File: src/rtl/bme280_sample_scheduler.sv
`default_nettype none
// =====================================================================================
// bme280_sample_scheduler: single-shot BME280 sequencer with timeout/retry supervision
// and a one-deep valid/ready sample buffer.                                   Rev 1.0
// =====================================================================================
module bme280_sample_scheduler #(
   parameter int DATA_W       = 96,
   parameter int INTERVAL_CYC = 1000000,
   parameter int TIMEOUT_CYC  = 500000,
   parameter int BACKOFF_CYC  = 1000,
   parameter int MAX_RETRY    = 3
) (
   input  logic              clk,
   input  logic              reset_n,
   input  logic              run,
   input  logic              trigger,
   input  logic              clear_fault,
   output logic              bme_enable,
   output logic              bme_continuous,
   input  logic              bme_busy,
   input  logic              bme_valid,
   input  logic [1:0]        bme_error,
   input  logic [DATA_W-1:0] bme_data,
   output logic [DATA_W-1:0] out_data,
   output logic              out_valid,
   input  logic              out_ready,
   output logic              overrun,
   output logic              fault,
   output logic [2:0]        last_err,
   output logic [15:0]       sample_count
);

   localparam int IW = (INTERVAL_CYC > 1) ? $clog2(INTERVAL_CYC) : 1;
   localparam int TW = (TIMEOUT_CYC > 1) ? $clog2(TIMEOUT_CYC) : 1;
   localparam int BW = (BACKOFF_CYC > 1) ? $clog2(BACKOFF_CYC) : 1;

   localparam logic [IW-1:0] INTERVAL_LAST = IW'(INTERVAL_CYC - 1);
   localparam logic [TW-1:0] TIMER_LAST    = TW'(TIMEOUT_CYC - 1);
   localparam logic [BW-1:0] BACKOFF_LAST  = BW'(BACKOFF_CYC - 1);
   localparam logic [3:0]    RETRY_LIMIT   = 4'(MAX_RETRY);

   typedef enum logic [2:0] {
      S_IDLE      = 3'd0,
      S_START     = 3'd1,
      S_WAIT_BUSY = 3'd2,
      S_WAIT_DONE = 3'd3,
      S_BACKOFF   = 3'd4,
      S_FAULT     = 3'd5
   } state_t;

   state_t          state;
   state_t          next_state;

   logic [IW-1:0]   interval_cnt;
   logic [TW-1:0]   timer;
   logic [BW-1:0]   backoff_cnt;
   logic [3:0]      retry_cnt;
   logic            pending;

   logic            interval_hit;
   logic            request;
   logic            capture;
   logic            fail;
   logic [2:0]      fail_code;

   assign interval_hit = run && (interval_cnt == '0);
   assign request      = trigger || interval_hit;

   assign bme_enable     = (state == S_START);
   assign bme_continuous = 1'b0;
   assign fault          = (state == S_FAULT);

   // ---------------------------------------------------------------------------------
   // State register
   // ---------------------------------------------------------------------------------
   always_ff @(posedge clk or negedge reset_n) begin
      if (!reset_n) begin
         state <= S_IDLE;
      end else begin
         state <= next_state;
      end
   end

   // Failure is resolved in the cycle it is detected; there is no separate FAIL cycle.
   always_comb begin
      next_state = state;
      capture    = 1'b0;
      fail       = 1'b0;
      fail_code  = 3'b000;
      case (state)
         S_IDLE: begin
            if (request || pending) begin
               next_state = S_START;
            end
         end
         S_START: begin
            next_state = S_WAIT_BUSY;
         end
         S_WAIT_BUSY, S_WAIT_DONE: begin
            if (bme_valid) begin
               if (bme_error == 2'b00) begin
                  capture    = 1'b1;
                  next_state = S_IDLE;
               end else begin
                  fail      = 1'b1;
                  fail_code = {1'b0, bme_error};
               end
            end else if (timer == TIMER_LAST) begin
               fail      = 1'b1;
               fail_code = 3'b100;
            end else if ((state == S_WAIT_BUSY) && bme_busy) begin
               next_state = S_WAIT_DONE;
            end
            if (fail) begin
               next_state = (retry_cnt < RETRY_LIMIT) ? S_BACKOFF : S_FAULT;
            end
         end
         S_BACKOFF: begin
            if (backoff_cnt == '0) begin
               next_state = S_START;
            end
         end
         S_FAULT: begin
            if (clear_fault) begin
               next_state = S_IDLE;
            end
         end
         default: begin
            next_state = S_IDLE;
         end
      endcase
   end

   // ---------------------------------------------------------------------------------
   // Request sources and transaction supervision
   // ---------------------------------------------------------------------------------
   always_ff @(posedge clk or negedge reset_n) begin
      if (!reset_n) begin
         interval_cnt <= INTERVAL_LAST;
         pending      <= 1'b0;
         timer        <= '0;
         backoff_cnt  <= '0;
         retry_cnt    <= 4'd0;
         last_err     <= 3'b000;
      end else begin
         if (!run || (interval_cnt == '0)) begin
            interval_cnt <= INTERVAL_LAST;
         end else begin
            interval_cnt <= interval_cnt - IW'(1);
         end

         // IDLE consumes a request directly, so pending only accumulates elsewhere.
         if ((state == S_IDLE) || (state == S_FAULT)) begin
            pending <= 1'b0;
         end else if (request) begin
            pending <= 1'b1;
         end

         if (state == S_START) begin
            timer <= '0;
         end else if ((state == S_WAIT_BUSY) || (state == S_WAIT_DONE)) begin
            timer <= timer + TW'(1);
         end

         if (fail) begin
            backoff_cnt <= BACKOFF_LAST;
         end else if ((state == S_BACKOFF) && (backoff_cnt != '0)) begin
            backoff_cnt <= backoff_cnt - BW'(1);
         end

         if (capture) begin
            retry_cnt <= 4'd0;
         end else if (fail && (retry_cnt < RETRY_LIMIT)) begin
            retry_cnt <= retry_cnt + 4'd1;
         end else if ((state == S_FAULT) && clear_fault) begin
            retry_cnt <= 4'd0;
         end

         if (fail) begin
            last_err <= fail_code;
         end
      end
   end

   // ---------------------------------------------------------------------------------
   // One-deep output buffer
   // ---------------------------------------------------------------------------------
   always_ff @(posedge clk or negedge reset_n) begin
      if (!reset_n) begin
         out_data     <= '0;
         out_valid    <= 1'b0;
         overrun      <= 1'b0;
         sample_count <= 16'd0;
      end else begin
         if (capture) begin
            out_data     <= bme_data;
            out_valid    <= 1'b1;
            sample_count <= sample_count + 16'd1;
         end else if (out_valid && out_ready) begin
            out_valid <= 1'b0;
         end

         // A fresh overwrite outranks a coincident clear so no lost sample goes unflagged.
         if (capture && out_valid && !out_ready) begin
            overrun <= 1'b1;
         end else if (clear_fault) begin
            overrun <= 1'b0;
         end
      end
   end

endmodule
`default_nettype wire

File: config.mk
export PLATFORM = sky130hd
export DESIGN_NAME = bme280_sample_scheduler
export DESIGN_NICKNAME = d
export VERILOG_FILES = /design/src/rtl/bme280_sample_scheduler.sv
export SDC_FILE = /design/constraint.sdc
export NUM_CORES = 1
export LEC_CHECK = 0
export ABC_AREA = 1
export CORE_UTILIZATION = 47
export CTS_CLUSTER_DIAMETER = 50
export DETAILED_ROUTE_END_ITERATION = 12
export PLACE_DENSITY = 0.79
export SYNTH_ARGS = -nofsm -noshare
export SYNTH_HDL_FRONTEND = slang
export SYNTH_SLANG_ARGS = --single-unit
File: constraint.sdc
create_clock -name clk -period 2 [get_ports clk]
set_clock_uncertainty 0.15 [all_clocks]
set_input_delay 0.4 -clock clk [delete_from_list [all_inputs] [get_ports clk]]
set_output_delay 0.4 -clock clk [all_outputs]
set_load 0.01 [all_outputs]
==> results by stage, run 1 <==
Worst setup path:
- The critical path startpoint category is a flip-flop.
- The largest driver fanout on the critical path is 4.
- At the worst endpoint, the arrival time is 1.40 ns.
- The critical path goes through clkdlybuf4s50_1.
- The delay of the slowest cell on the worst path is 0.56 ns.
- On the critical path the largest part of the delay comes from buffers and inverters.
- The critical path is of the flip-flop to output pin type.
- The critical path endpoint category is an output pin.
- The critical path required time is 1.45 ns.
- The highest-delay cell along the critical path is sky130_fd_sc_hd__clkdlybuf4s50_1.
- The count of buffer and inverter cells on the critical path is 1.

CTS:
- The clock transition at the registers of the reported paths is 0.06 ns.
- The worst-skew pair later-pin latency is 0.42 ns.
- Clock tree synthesis inserted a total of 17 buffers.
- TritonCTS built the clock tree.
- The clock passes through at most 2 buffers.
- In this run the number of H-tree levels came out at 4.
- The clock net in this run drives a total of 174 sinks.
- The buffer type at the clock tree root is sky130_fd_sc_hd__clkbuf_16.

Die:
- The number of top-level design ports is 226.
- The initial core utilization is 48.30%.
- Measured along the y axis, the die boundary spans 130.0 µm.
- The area of the core region is 15940 µm².
- The floorplan step defined a die boundary enclosing 16900 µm².
- The overall die width is 130.0 µm.
- The initialized floorplan defines 46 standard-cell rows.

Run:
- The number of maximum-capacitance constraint violations is 0.

Global route:
- Entering global routing, the biggest net connects 80 pins.
- Global routing used 24.41% of the available tracks across all layers.
- The via count of the first global-routing pass came to 6463.
- The number of antenna violations at the first check in global routing is 0.
- The total overflow reported by the global router is 0.
- The first global-routing pass estimated 31.46 mm of wire.

STA:
- The worst path meets setup with 0.05448 ns of slack.
- The final setup violation count is 0.
- The final critical delay including setup and external delays is 1.946 ns.
- Static timing analysis puts the maximum clock frequency at 514.0 MHz.
- After layout, the worst path uses 97.28% of the clock period.
- The number of max-slew violations in the final report is 0.
- Setup repair after global routing left no endpoint under its margin.
- The final hold violation count came to 0.

Detailed routing:
- The total number of vias is 6681.
- The iteration count of the initial detailed-routing pass is 5.
- The total detailed-routing wirelength is 19.75 mm.
- The final antenna-violating net count is 0.
- The wire length per cell is 14.24 µm.
- The ratio of routed vias to standard cells is 4.817.
- The first-iteration detailed-routing DRC count is 419.
- For this run, design rule violations remaining after detail routing come to 0.

Synth:
- The post-synth net total is 1020.
- The count of distinct cell types in the synthesized netlist is 39.
- After technology mapping, the gate count stands at 907.
- The number of flip-flops and latches in the synthesized netlist is 174.
- The number of warnings printed during yosys synthesis is 0.
- The synthesized area is 7701 µm².
- For this run, the register share of the synthesized area comes to 56.73%.
- The synthesized area divided by synthesized cell count is 8.491 µm².

Placed design:
- After legalization and detailed placement, the total HPWL measured 14.45 mm.
- Buffers placed on the I/O ports in this run total 224.
- Routability-driven placement finished with a final weighted congestion of 0.8664.
- The post-placement setup slack is -0.2662 ns.

Final layout:
- The final layout net count is 1271.
- The most common library cell in the layout ignoring fill and taps is sky130_fd_sc_hd__nand2_1.
- Cells with a size suffix above 1 make up 10.25% of the layout.
- The library cells used most frequently in the layout, excluding fill and tap cells, are sky130_fd_sc_hd__nand2_1 (395), sky130_fd_sc_hd__clkdlybuf4s50_1 (214), sky130_fd_sc_hd__dfrtp_1 (161), sky130_fd_sc_hd__inv_1 (60), sky130_fd_sc_hd__nor2_1 (57).
- 0 antenna diodes ended up in the layout.
- The area growth from synthesis to layout is 43.77%.

Status:
- The flow ran to the end, and the final reports show no timing, DRC or antenna violations.

Power and ir drop:
- The power consumption is 13.84 mW.
- VDD sags by at most 908.3 µV.
- The total power density per cell area is 1250 nW/µm².
- The leakage dissipation is 5.428 nW.

Min path:
- The worst hold path belongs to the class flip-flop to flip-flop.
## cells by family after synthesis
| logic type | count (synthesis) | synth area share [%] |
|---|---|---|
| XOR/XNOR | 23 | 2.616 |
| other | 1 | 0.04869 |
| flip-flops | 174 | 56.73 |
| AO/OA/AOI/OAI | 57 | 3.899 |
| buffers and inverters | 95 | 5.150 |
| AND/OR/NAND/NOR | 550 | 30.41 |
| adder cells (fa/ha/maj) | 7 | 1.137 |
## repair_timing
action | CTS | global route
setup endpoints to repair | 4 | 14
gates resized for setup | 5 | 10
hold buffers | 1 | 0
setup buffers | 1 | 4
hold endpoints to repair | 32 | 0
## worst paths after layout
kind	slack, ns	endpoint	cells after the start	from
worst max register to register	0.17	last_err[2]$_DFFE_PN0P_	10	timer[0]$_DFFE_PN0P_
min in group asynchronous	0.34	interval_cnt[10]$_DFF_PN0_	2	reset_n
worst max-delay path	0.05	sample_count[6]	1	sample_count[6]$_DFFE_PN0P_
worst min register to register	0.30	interval_cnt[0]$_DFF_PN1_	1	interval_cnt[0]$_DFF_PN1_
worst min-delay path	0.30	interval_cnt[0]$_DFF_PN1_	1	interval_cnt[0]$_DFF_PN1_
max in group asynchronous	0.73	interval_cnt[14]$_DFF_PN1_	3	reset_n
## cell type report
| type | count | area, µm² |
|---|---|---|
| tap | 216 | 270.3 |
| inverter | 68 | 260.3 |
| clock buffer | 20 | 446.7 |
| fill | 1254 | 4871 |
| multi-input combinational | 638 | 2935 |
| timing repair buffer | 259 | 2606 |
| clock inverter | 12 | 182.7 |
| sequential | 174 | 4370 |
## synthesized netlist by cell type, drive strengths merged
library cell / instances / area share, %
a21oi: 18 / 1.2
a22o: 1 / 0.11
a22oi: 1 / 0.098
a31oi: 1 / 0.081
and2: 1 / 0.081
and3: 1 / 0.081
buf: 19 / 1.4
clkbuf: 8 / 0.39
conb: 1 / 0.049
dfrtp: 162 / 53
dfstp: 12 / 4.1
ha: 7 / 1.1
inv: 68 / 3.3
nand2: 403 / 20
nand3: 43 / 3.2
nand3b: 2 / 0.19
nand4: 14 / 1.2
nor2: 69 / 4.1
nor3: 14 / 1.2
o21a: 1 / 0.098
o21ai: 31 / 2.0
o22ai: 4 / 0.32
or2: 3 / 0.24
xnor2: 6 / 0.68
xor2: 17 / 1.9
## where the power goes
group | switching, mW | internal [mW]
clock | 1.41 | 2.14
sequential | 0.689 | 4.66
combinational | 2.35 | 2.59
total | 4.44 | 9.39
## flip-flops by register name, indices dropped and copies added (netlist names), 3 cells and up
name / cells
timer: 19
interval_cnt: 20
sample_count: 16
out_data: 96
state: 3
last_err: 3
backoff_cnt: 10
retry_cnt: 4
## stage by stage
stage | hold WS (ns) | std cells | instance area [µm²] | util (%) | setup TNS [ns]
after floorplan | -0.04559 | 907 | 7701 | - | 0
after global placement | 0.2261 | 1349 | 10380 | 65.11 | -4.076
after detailed placement | 0.2294 | 1349 | 10380 | 65.11 | -10.36
after CTS | 0.3030 | 1383 | 11030 | 69.16 | 0
after global routing | 0.3292 | 1387 | 11070 | 69.45 | 0
final | 0.2986 | 1387 | 11070 | 69.45 | 0
## layer usage
layer / vias up / GRT usage, % / part of all wire (%)
met3: 33 / 9.389 / 7.6
met5: - / 0 / 0
li1: 3319 / - / -
met4: 0 / 9.644 / 2.8
met1: 3123 / 28.41 / 40
met2: 206 / 40.67 / 49
## worst register-to-register path: cells and delay by family (launching register included)
kind	cells	cell delay, ns
buffers and inverters	1	0.15
AO/OA/AOI/OAI	1	0.09
flip-flops	1	0.38
adder cells (fa/ha/maj)	1	0.18
AND/OR/NAND/NOR	7	0.76
Power figures use the tool's default switching activity.
==> run 2, diff against run 1 <==
--- a/config.mk
+++ b/config.mk
@@ -9,7 +9,10 @@
 export CORE_UTILIZATION = 47
 export CTS_CLUSTER_DIAMETER = 50
 export DETAILED_ROUTE_END_ITERATION = 12
+export MAX_ROUTING_LAYER = met4
 export PLACE_DENSITY = 0.79
+export SETUP_SLACK_MARGIN = 0.05
 export SYNTH_ARGS = -nofsm -noshare
 export SYNTH_HDL_FRONTEND = slang
 export SYNTH_SLANG_ARGS = --single-unit
+export TNS_END_PERCENT = 10
==> run 2 against run 1 <==
Critical path depth unchanged. Maximum frequency rose by 0.67%. Utilization shrank 0.17 points. Via count decreased by 0.15%. Sequential power about the same. Total power decreased by 0.52%. Clock power is essentially flat. Routed wire length down 0.16%. Die area unchanged. Sequential share of layout area up 0.087 points. Final area decreased by 0.25%.
==> results by stage, run 2 (same netlist as run 1, synthesis figures left out) <==
Placed design:
- Timing analysis after detailed placement gives a worst setup slack of -0.2662 ns.
- Summed over all nets, the half-perimeter wirelength after detailed placement is 14.45 mm.
- During placement, the flow inserted port buffers numbering 224.
- The cell count after placement is 1349.
- The global placer's final weighted congestion is 0.8804.

Final layout:
- The storage element area is 4369 µm².
- Once layout is complete, the cells apart from fillers number 1382.
- The final layout net count is 1266.
- The largest registers in the layout are out_data (96), interval_cnt (20), timer (19).
- The number of flip-flops in the largest register is 96.
- In the layout the commonest cells are sky130_fd_sc_hd__nand2_1 (395), sky130_fd_sc_hd__clkdlybuf4s50_1 (189), sky130_fd_sc_hd__dfrtp_1 (162), sky130_fd_sc_hd__inv_1 (59), sky130_fd_sc_hd__nor2_1 (57).
- After filler insertion, the fill cell instance count of the layout stands at 1258.
- The top register by number of flip-flops is out_data.
- The fraction of final layout cells sized beyond drive strength 1 is 9.949%.
- The multi-input gate area in the final layout is 2940 µm².
- The area growth from synthesis to layout is 43.41%.
- The repair_antennas step left the layout with diodes totalling 0.
- The library cell used most frequently in the layout, excluding fill and tap cells, is sky130_fd_sc_hd__nand2_1.

Worst setup path:
- The startpoint-to-endpoint class of the critical path is flip-flop to output pin.
- Traced cell by cell, the critical path runs through clkdlybuf4s50_1.
- The setup slack of the worst register-to-register path is 0.19 ns.
- The worst register-to-register path begins at state[2]$_DFFE_PN0P_.
- For the worst flop-to-flop path, the logic depth is 8.
- The critical path required time is 1.45 ns.
- The count of buffer and inverter cells on the critical path is 1.
- The critical path startpoint category is a flip-flop.
- For this run, the slowest stage of the critical path takes 0.60 ns.
- The arrival time at the worst endpoint is 1.38 ns.
- The largest driver fanout on the critical path is 2.
- The highest-delay cell along the critical path is sky130_fd_sc_hd__clkdlybuf4s50_1.
- STA classifies the critical path endpoint as an output pin.
- The endpoint of the lowest-slack register-to-register path is sample_count[15]$_DFFE_PN0P_.
- The gate family responsible for the most delay along the worst path is buffers and inverters.

Global route:
- Across every metal layer, demand over resource in global routing totals 25.16%.
- After global routing, the most crowded layer is met2.
- The met3 usage is 7.913%.
- The number of antenna violations at the first check in global routing came to 0.
- Entering global routing, the biggest net connects 80 pins.
- For this run the aggregate overflow at the end of global routing stands at 0.
- The first-pass GRT wire length is 31.33 mm.
- The via count of the first global-routing pass is 6463.
- The met2 layer usage reported by global route is 40.30%.
- The met1 track utilization from global routing is 29.57%.

CTS:
- After clock tree synthesis, the clock-pin slew on the worst setup and hold paths is 0.06 ns.
- The worst-skew pair later-pin latency is 0.42 ns.
- After clock tree synthesis, the setup repair step added 0 buffers.
- Clock tree synthesis selected as its root buffer the cell sky130_fd_sc_hd__clkbuf_16.
- No sink is reached through more buffers than the 2 on the longest clock path.
- The H-tree was split into 4 levels.
- The number of buffers added by the clock tree synthesis step is 17.
- TritonCTS built the clock tree.
- The tree built by TritonCTS fans out to 174 sinks.

Detailed routing:
- The iteration count of the initial detailed-routing pass is 4.
- The total detailed-routing wirelength is 19.72 mm.
- The final antenna-violating net count is 0.
- The detailed router placed 6671 vias in this run.
- After detailed routing, the average wire length per cell comes to 14.27 µm.
- After detailed routing, the number of remaining DRC violations is 0.
- Using the TritonRoute via totals, the vias-per-cell ratio works out to 4.827.
- The first-iteration detailed-routing DRC count is 383.

STA:
- Setup violations remaining at the end of the flow were counted as 0.
- The final hold violation count is 0.
- Setup slack on the critical path of the routed design comes to 0.06734 ns.
- The number of max-slew violations in the final report is 0.
- The final critical path takes up 96.63% of the cycle.
- The worst path needs 1.933 ns of the cycle, external delays included.
- Setup repair after global routing could not meet its margin everywhere.
- The final-layout worst hold slack is 0.2985 ns.
- The top achievable clock speed is 517.4 MHz.
- Setup total negative slack on the finished layout was measured at 0 ns.

Power and ir drop:
- The leakage dissipation is 5.618 nW.
- Power spread over the standard cell area amounts to 1246 nW/µm².
- The worst vdd rail ir drop is 903.6 µV.
- The switching fraction of total power is 32.35%.
- Cell internal power was estimated by the tool at 9.312 mW.
- The power dissipated by switching net loads is 4.453 mW.
- The portion of total power attributed to combinational logic is 35.3%.
- The sequential power share is 38.9%.
- The clock network accounts for 25.8% of the total power.
- Total power for the finished layout comes to 13.76 mW.

Die:
- After floorplanning, the core was sized to cover 15940 µm².
- The initial core utilization is 48.30%.
- The die outline area is 16900 µm².
- The number of top-level design ports is 226.
- The standard-cell row count is 46.
- The die is 130.0 µm tall.
- In this run the horizontal extent of the chip is 130.0 µm.

Min path:
- Counting instances, the worst hold path has a depth of 1.
- The end point of the worst hold path is interval_cnt[0]$_DFF_PN1_.
- The tightest min-delay check is of the flip-flop to flip-flop type.
- The source of the worst hold timing path is interval_cnt[0]$_DFF_PN1_.

Run:
- The number of maximum-capacitance constraint violations is 0.

Status:
- The run finished with clean final reports.
==> run 2: cell types whose count changed in the layout (fill, tap and decap cells not counted), sizes merged <==
cell / previous run / this run
buf: 35 / 31
clkdlybuf4s15: 1 / 0
clkdlybuf4s50: 214 / 189
dlygate4sd2: 1 / 15
dlymetal6s2s: 6 / 17
==> run 2: power by group through the flow <==
| stage | registers [mW] | logic, mW | clock network (mW) |
|---|---|---|---|
| after floorplan | 5.80 | 1.46 | 0 |
| after global placement | 5.34 | 4.87 | 0 |
| after detailed placement | 5.37 | 4.98 | 0 |
| after CTS | 5.35 | 4.96 | 3.64 |
| after global routing | 5.49 | 5.29 | 3.79 |
| final | 5.35 | 4.85 | 3.56 |
==> run 2: cell type report <==
class / count / share of cell area (%)
clock buffers: 20 / 4.044
well taps: 216 / 2.447
inverters: 68 / 2.379
multi-input cells: 638 / 26.62
repair buffers: 254 / 23.29
flip-flops and latches: 174 / 39.56
clock inverters: 12 / 1.654
==> run 2: metrics by stage <==
step                utilization, %  cell area [µm²]
global placement             65.11            10380
CTS                          69.00            11000
floorplan                        -             7701
detailed placement           65.11            10380
finish                       69.27            11040
global route                 69.27            11040
==> run 2: worst max-delay path by stage <==
stage                              start  depth (start not counted)                            to
2_1_floorplan  interval_cnt[0]$_DFF_PN1_                          9    interval_cnt[18]$_DFF_PN1_
3_3_place_gp                bme_error[1]                          9  sample_count[15]$_DFFE_PN0P_
3_5_place_dp                bme_error[1]                          9  sample_count[15]$_DFFE_PN0P_
4_1_cts          out_data[6]$_DFFE_PN0P_                          1                   out_data[6]
5_1_grt             timer[0]$_DFFE_PN0P_                         10       last_err[2]$_DFFE_PN0P_
6_report        out_data[88]$_DFFE_PN0P_                          1                  out_data[88]
==> run 2: timing repair <==
action / CTS / global route
hold endpoints to repair: 32 / 0
hold buffers: 1 / 0
gates resized for setup: 22 / 21
setup endpoints to repair: 17 / 29
==> run 2: routing by layer <==
metal / part of all wire (%) / vias up
met1: 41 / 3138
met2: 50 / 188
met4: 2.4 / 0
li1: - / 3313
met3: 6.2 / 32
met5: 0 / -
==> run 3, diff against run 2 <==
--- a/config.mk
+++ b/config.mk
@@ -6,6 +6,7 @@
 export NUM_CORES = 1
 export LEC_CHECK = 0
 export ABC_AREA = 1
+export ABC_CLOCK_PERIOD_IN_PS = 2000
 export CORE_UTILIZATION = 47
 export CTS_CLUSTER_DIAMETER = 50
 export DETAILED_ROUTE_END_ITERATION = 12
==> results of run 3 <==
The final DEF is identical to that of run 2; final timing and power are the same.
